[src/rtl/fetch_pkg.sv]
// Shared definitions for the instruction-fetch stage.
//   fetch_state_t : fetch FSM states (RUN, DRAIN, HALTED)
//   NOP_INST      : encoding used for an empty IF/ID slot (addi x0,x0,0)
//   RESET_PC      : default PC after reset
//   if_id_t       : contents of the IF/ID pipeline register
package fetch_pkg;

  typedef enum logic [1:0] {
    RUN    = 2'd0,
    DRAIN  = 2'd1,
    HALTED = 2'd2
  } fetch_state_t;

  localparam logic [31:0] NOP_INST = 32'h0000_0013;
  localparam logic [31:0] RESET_PC = 32'h0000_0000;

  typedef struct packed {
    logic        valid;
    logic [31:0] inst;
    logic [31:0] pc;
    logic        pred_taken;
    logic [31:0] pred_pc;
  } if_id_t;

endpackage

[src/rtl/fetch_stage_if_id_reg.sv]
// IF/ID pipeline register.
//   clk, reset : clock, synchronous active-high reset
//   load       : capture d
//   flush      : replace contents with an empty slot (wins over load)
//   d          : fetched instruction bundle
//   q          : registered bundle
// With neither load nor flush asserted the contents hold.
module if_id_reg
  import fetch_pkg::*;
#(
  parameter logic [31:0] NOP_INST = fetch_pkg::NOP_INST
) (
  input  logic   clk,
  input  logic   reset,
  input  logic   load,
  input  logic   flush,
  input  if_id_t d,
  output if_id_t q
);

  if_id_t empty_slot;

  always_comb begin
    empty_slot            = '0;
    empty_slot.inst       = NOP_INST;
  end

  always_ff @(posedge clk) begin
    if (reset || flush) begin
      q <= empty_slot;
    end else if (load) begin
      q <= d;
    end
  end

endmodule

[src/rtl/fetch_stage.sv]
// Instruction-fetch stage owning the architectural PC.
//   clk, reset         : clock, synchronous active-high reset
//   current_pc         : PC being fetched (to predictor and imem)
//   imem_dout          : instruction at current_pc (async read)
//   pred_pc/pred_taken : predictor output for current_pc
//   stall              : hold PC and IF/ID
//   halt_req           : ID holds a valid halting ecall
//   ex_mispredict      : EX redirect request, target ex_correct_pc
//   flush_id           : kill instruction in ID (= ex_mispredict)
//   if_id_*            : IF/ID register contents
//   is_halted          : program finished, sticky until reset
// Optional feature macro BP_STATS_EN adds ex_branch_resolved input and
// saturating stat_branches / stat_mispredicts counters.
module fetch_stage
#(
  parameter logic [31:0] RESET_PC     = fetch_pkg::RESET_PC,
  parameter int unsigned DRAIN_CYCLES = 3,
  parameter logic [31:0] NOP_INST     = fetch_pkg::NOP_INST
) (
  input  logic        clk,
  input  logic        reset,
  output logic [31:0] current_pc,
  input  logic [31:0] imem_dout,
  input  logic [31:0] pred_pc,
  input  logic        pred_taken,
  input  logic        stall,
  input  logic        halt_req,
  input  logic        ex_mispredict,
  input  logic [31:0] ex_correct_pc,
  output logic        flush_id,
  output logic        if_id_valid,
  output logic [31:0] if_id_inst,
  output logic [31:0] if_id_pc,
  output logic        if_id_pred_taken,
  output logic [31:0] if_id_pred_pc,
`ifdef BP_STATS_EN
  input  logic        ex_branch_resolved,
  output logic [31:0] stat_branches,
  output logic [31:0] stat_mispredicts,
`endif
  output logic        is_halted
);

  import fetch_pkg::*;

  localparam int unsigned CW = (DRAIN_CYCLES < 2) ? 1 : $clog2(DRAIN_CYCLES + 1);

  fetch_state_t  state;
  logic [31:0]   pc;
  logic [CW-1:0] drain_cnt;

  logic   ifid_load;
  logic   ifid_flush;
  if_id_t ifid_d;
  if_id_t ifid_q;

  assign current_pc = pc;
  assign flush_id   = ex_mispredict;

  // IF/ID control: load only on a clean RUN cycle; empty the slot on any
  // redirect, on halt entry, and for as long as we are draining/halted.
  always_comb begin
    ifid_load  = 1'b0;
    ifid_flush = 1'b0;
    if (state != RUN) begin
      ifid_flush = 1'b1;
    end else if (ex_mispredict) begin
      ifid_flush = 1'b1;
    end else if (halt_req && !stall) begin
      ifid_flush = 1'b1;
    end else if (!stall) begin
      ifid_load = 1'b1;
    end
  end

  always_comb begin
    ifid_d            = '0;
    ifid_d.valid      = 1'b1;
    ifid_d.inst       = imem_dout;
    ifid_d.pc         = pc;
    ifid_d.pred_taken = pred_taken;
    ifid_d.pred_pc    = pred_pc;
  end

  if_id_reg #(
    .NOP_INST (NOP_INST)
  ) u_if_id_reg (
    .clk   (clk),
    .reset (reset),
    .load  (ifid_load),
    .flush (ifid_flush),
    .d     (ifid_d),
    .q     (ifid_q)
  );

  assign if_id_valid      = ifid_q.valid;
  assign if_id_inst       = ifid_q.inst;
  assign if_id_pc         = ifid_q.pc;
  assign if_id_pred_taken = ifid_q.pred_taken;
  assign if_id_pred_pc    = ifid_q.pred_pc;

  always_ff @(posedge clk) begin
    if (reset) begin
      state     <= RUN;
      pc        <= RESET_PC;
      drain_cnt <= '0;
      is_halted <= 1'b0;
    end else begin
      case (state)
        RUN: begin
          if (ex_mispredict) begin
            pc <= ex_correct_pc;
          end else if (halt_req && !stall) begin
            state     <= DRAIN;
            drain_cnt <= CW'(DRAIN_CYCLES - 1);
          end else if (!stall) begin
            pc <= pred_pc;
          end
        end
        DRAIN: begin
          if (ex_mispredict) begin
            state <= RUN;
            pc    <= ex_correct_pc;
          end else if (drain_cnt == '0) begin
            state     <= HALTED;
            is_halted <= 1'b1;
          end else begin
            drain_cnt <= drain_cnt - 1'b1;
          end
        end
        default: begin
          state <= HALTED;
        end
      endcase
    end
  end

`ifdef BP_STATS_EN
  always_ff @(posedge clk) begin
    if (reset) begin
      stat_branches    <= '0;
      stat_mispredicts <= '0;
    end else if (state != HALTED) begin
      if (ex_branch_resolved && (stat_branches != '1)) begin
        stat_branches <= stat_branches + 32'd1;
      end
      if (ex_mispredict && (stat_mispredicts != '1)) begin
        stat_mispredicts <= stat_mispredicts + 32'd1;
      end
    end
  end
`endif

endmodule

[config.mk]
export PLATFORM = sky130hd
export DESIGN_NAME = fetch_stage
export DESIGN_NICKNAME = d
export VERILOG_FILES = /design/src/rtl/fetch_pkg.sv /design/src/rtl/fetch_stage_if_id_reg.sv /design/src/rtl/fetch_stage.sv
export SDC_FILE = /design/constraint.sdc
export NUM_CORES = 1
export LEC_CHECK = 0
export ABC_CLOCK_PERIOD_IN_PS = 3450
export CORE_MARGIN = 5
export CORE_UTILIZATION = 45
export DETAILED_ROUTE_END_ITERATION = 16
export DONT_BUFFER_PORTS = 1
export PLACE_DENSITY = 0.59
export REMOVE_ABC_BUFFERS = 1
export SYNTH_ARGS = -nofsm -noshare
export SYNTH_HDL_FRONTEND = slang
export SYNTH_SLANG_ARGS = --single-unit
[constraint.sdc]
create_clock -name clk -period 3.45 [get_ports clk]
set_input_delay 0.69 -clock clk [delete_from_list [all_inputs] [get_ports clk]]
set_output_delay 0.69 -clock clk [all_outputs]
set_load 0.03 [all_outputs]
After elaboration in Yosys (flattened, before gate mapping)
Cells that the tools add are included.

word-level totals
  bits of input ports = 102
  logic and storage cells = 53
  output and inout port bits = 132
  bits in registers = 135

cells by class
  equal/unequal tests = 9
  multiplexer cells = 22
  reduce and logical (&&, ||, !) cells = 11
  bitwise gates (word level) = 1
  add/subtract/negate cells = 1

operator list
  cell                                                                   number
  32-bit 2-to-1 mux                                                      4
  32-bit one-hot mux with 2 select lines                                 1
  2-bit 2-to-1 mux                                                       8
  2-bit inequality test, second input constant                           5
  3-bit inequality test, second input constant                           3
  2-bit one-hot mux with 2 select lines                                  2
  1-bit 2-to-1 mux                                                       7
  3-bit AND reduction                                                    2
  5-bit AND reduction                                                    1
  2-bit logical NOT                                                      2
  4-bit AND reduction                                                    1
  2-bit nonzero test                                                     2
  2-bit by 1-bit equality test with 1-bit output, second input constant  1
  2-bit by 1-bit subtractor with 2-bit output, second input constant     1
  1-bit logical AND                                                      1
  1-bit logical NOT                                                      1
  1-bit logical OR                                                       1
  1-bit NOT                                                              1

Logic depth before layout (Yosys ltp)
  depth after elaboration = 6
  gate-level depth with buffers = 6
  mapped depth without buffers = 5

By module
A second synthesis with hierarchy kept.

second synthesis, totals
  cell total of the unflattened synthesis = 543
  area, all modules = 5524.0 um2

by module, submodules not included
  module       instances  cells an instance  sequential area each (um2)  area each (um2)
  if_id_reg    1          318                1961.9                      3482.1
  fetch_stage  1          225                740.7                       2042.0

Least setup slack after synthesis
No wires, ideal clock.

  kind = input port to flip-flop
  from = in ex_mispredict
  to = reg u_if_id_reg.q[47] (netlist bit)
  path buffers = 3
  path slack = 1.529 ns
  data required time = 3.331 ns
  arrival = 1.802 ns
  stages = 6
  library setup time = 0.119 ns
  cell sequence = buf_2 > nor3_1 > nand2_1 > clkbuf_1 > clkbuf_1 > o221a_2

on the way
  cells in the longest elaborated chain, start to end = 3
  elaborated cells between the ends (all ways) = 5
  classes of those cells = 4 x mux; 1 x reduce/logical

ends and longest elaborated chain
  what                    RTL line                     RTL
  start: declaration      fetch_stage.sv:28            input logic ex_mispredict,
  1-bit 2-to-1 mux        fetch_stage.sv:67            end else if (ex_mispredict) begin
  1-bit 2-to-1 mux        fetch_stage.sv:65            if (state != RUN) begin
  1-bit logical OR        fetch_stage_if_id_reg.sv:29  if (reset || flush) begin
  end signal: assignment  fetch_stage_if_id_reg.sv:30  q <= empty_slot;
  end: declaration        fetch_stage_if_id_reg.sv:18  output if_id_t q

Several ways; a longest one is shown, not always the timed one.
A chain may end at the register's enable or synchronous reset.

Final worst setup path
  from = reg state[1]
  to = reg u_if_id_reg.q[87] (netlist bit)

on the way
  cells in the longest elaborated chain, start to end = 3
  elaborated cells between the ends (all ways) = 4
  classes of those cells = 2 x mux; 2 x reduce/logical

ends and longest elaborated chain
  what                      RTL line                     RTL
  start: declaration        fetch_stage.sv:48            fetch_state_t state;
  start signal: assignment  fetch_stage.sv:104           state <= RUN;
  start signal: assignment  fetch_stage.sv:114           state <= DRAIN;
  start signal: assignment  fetch_stage.sv:122           state <= RUN;
  2-bit nonzero test (*)    fetch_stage.sv:65
  1-bit 2-to-1 mux          fetch_stage.sv:65
  1-bit logical OR          fetch_stage_if_id_reg.sv:29

Mark *: on every way between the ends. The rest lies on a longest branch, timed or not.

==> results.md <==
* Status: finished, final reports clean
* Final GP Congestion at 0.743
* Grt ovf at 0
* # nets final at 538
* Number of I/O port buffers at 0
* CTS buffer count at 17
* Critical Path AT at 2.56 ns
* Setup Fix Bufs, Post-CTS at 0
* Fmax at 442 MHz
* Flop2flop setup slack at 1.19 ns
* Peak VDD IR at 0.319 mV
* Flops & latches, synth at 135
* Unique masters post-synth at 27
* Dominant cells by area after synthesis: dfxtp_1 (53%), o221a_2 (20%), a311oi_1 (5.5%)
* EDFF count, synth at 0
* Final Hold Viols at 0
* Cts hold-fix bufs at 0
* Die height at 116 um
* Worst-margin pin slew at 1.05 ns
* Mux cell area share after synthesis at 0.00444
* Design area at 0.00572 mm^2
* Post-Synth Simple-Gate Area at 0.105
* Final Cycle Share at 0.656
* Tmin final at 2.26 ns
* Placed cell areas at 0.00508 mm^2
* Area growth syn-to-layout at 12.8%
* Post-synthesis compound-gate area fraction at 0.300
* Element type at the critical path start: flip-flop
* RSZ-0062 raised after global routing: false
* Synth Warn # at 0
* CP Data Required Time at 3.75 ns
* Leakage power at 0.00208 uW
* Pwr per Cell Area at 699 mW/mm^2
* Post-synthesis adder-cell area fraction at 0.00247
* Root Buffer: clkbuf_16
* Mapped Avg Cell Area at 10.9 um^2
* Post-synthesis xor/xnor area fraction at 0
* Die ar. at 0.0135 mm^2
* Worst-path fanout max at 50
* Finished Layout Cells at 588
* ANT nets after route at 0
* CTS Buffer Depth at 2
* Rows at 38
* CTS resizes at 0
* CP peak stage delay at 0.59 ns
* Vias in the first global route at 3936
* TritonCTS clock tree: built
* Reg clk slew, reported paths at 0.05 ns
* Clk sinks at 135
* CTS H-tree lvls at 4
* First-pass GRT wire length at 22.3 mm
* Hold Path Class: input pin to flip-flop
* Mapped Area at 0.00507 mm^2
* Pin count of the biggest net entering global routing at 95
* CP max-delay cell: nand2_2
* # DRC at 0
* Final worst slack at 1.19 ns
* Drt initial violations at 421
* Synth top area share at 0.533
* Asr flop ratio synth at 0
* Most common cell in the netlist: dfxtp_1
* Most used DFF post-synth: dfxtp_1
* Largest family of logic cells by synthesized area: compound AO/OA/AOI/OAI gates
* Vias/cell at 6.63
* Crit-path cells: nor3_1, nand2_2, buf_12, o221a_2
* Chip width at 116 um
* Layout cell share with drive strength beyond 1 at 0.309
* WL/cell at 25.0 um
* Synth area leader: dfxtp_1
* Finish-stage setup viols at 0
* Delay-heaviest family, CP: simple AND/OR/NAND/NOR gates
* Critical path class: flip-flop to flip-flop
* FILL cells at 940
* Pre-CTS setup slack at 1.02 ns
* Placed insts at 556
* Drt total wl at 14.7 mm
* Final max-slew violation count at 0
* Setup TNS at 0 ns
* HPWL after DPL at 9.60 mm
* Worst-skew pair later-pin latency at 0.41 ns
* WHS at 0.352 ns
* Mapped Cells at 467
* CP Capture Type: flip-flop
* Total GRT Usage at 0.213
* Post-synth top cells: dfxtp_1 (135), o221a_2 (88), clkbuf_1 (41), nand3_1 (40), o21ai_0 (35)
* Core area at 0.0109 mm^2
* Vias at 3900
* Initial Utilization at 0.464
* Max_cap viols at 0
* Initial antenna violation count at 1
* Seq/Total Area, Yosys at 0.533
* Number of I/O pins at 234
* WP buf/inv at 1
* Rel. slew slack at 0.302
* Final setup skew at 0.0108 ns
* TritonRoute pass-1 iters at 4
path summary, 6_finish.rpt:
path                                                start  depth (start not counted)                             end
worst max-delay path                state[1]$_SDFFE_PP0P_                          4  u_if_id_reg.q[87]$_SDFFE_PP0P_
worst min-delay path                                reset                          1          is_halted$_SDFFE_PP0P_
worst max register to register      state[1]$_SDFFE_PP0P_                          4  u_if_id_reg.q[87]$_SDFFE_PP0P_
worst min register to register  drain_cnt[1]$_SDFFE_PP0P_                          3       drain_cnt[1]$_SDFFE_PP0P_
logic make-up after synthesis:
group	Yosys count
fa+ha+maj	1
simple gates	100
flops	135
buf+inv	64
compound gates	165
mux	2
placed cells by master, fill, tap and decap left out, types with 3 or more instances in the layout:
cell,netlist,routed
nor3_1,34,34
a21oi_1,5,5
nand3_1,40,40
buf_4,7,9
nand2_1,4,3
o221a_2,88,88
a311oi_1,32,32
nor2_1,9,8
o221a_1,4,4
clkbuf_16,0,17
nor2b_1,5,3
clkbuf_1,41,3
dfxtp_1,135,135
bufinv_16,0,5
clkinv_2,0,3
o21ai_0,35,35
power by group:
group,total (uW),switching (uW),internal (uW)
Sequential,1820,193,1630
Combinational,220,132,88.1
Clock,1960,643,1310
per-layer routing:
metal | share of wire | wire (um) | track usage
met1 | 0.39 | 5670 | 0.252
met2 | 0.48 | 7060 | 0.347
met5 | 0 | 0 | 0
met4 | 0.017 | 244 | 0.0773
met3 | 0.12 | 1720 | 0.0881
sequential cells by signal (all words and copies together) (netlist names):
register / cells
state: 2
current_pc: 32
drain_cnt: 2
u_if_id_reg.q: 98
is_halted: 1
metrics by stage:
stage,util,total power [uW]
after global placement,0.465,2070
after global routing,0.523,4150
after CTS,0.523,4040
after floorplan,-,1990
final,0.523,4000
after detailed placement,0.465,2080
area by class of cell:
| cell class | count | area, um^2 | share of cell area |
|---|---|---|---|
| Multi-Input combinational cell | 268 | 2110 | 0.368 |
| Antenna cell | 1 | 2.50 | 0.000437 |
| Tap cell | 140 | 175 | 0.0306 |
| Clock inverter | 9 | 173 | 0.0302 |
| Timing Repair Buffer | 10 | 87.6 | 0.0153 |
| Clock buffer | 22 | 464 | 0.0811 |
| Sequential cell | 135 | 2700 | 0.472 |
| Inverter | 3 | 11.3 | 0.00197 |
Note: power is estimated with default switching activity, not from simulation.
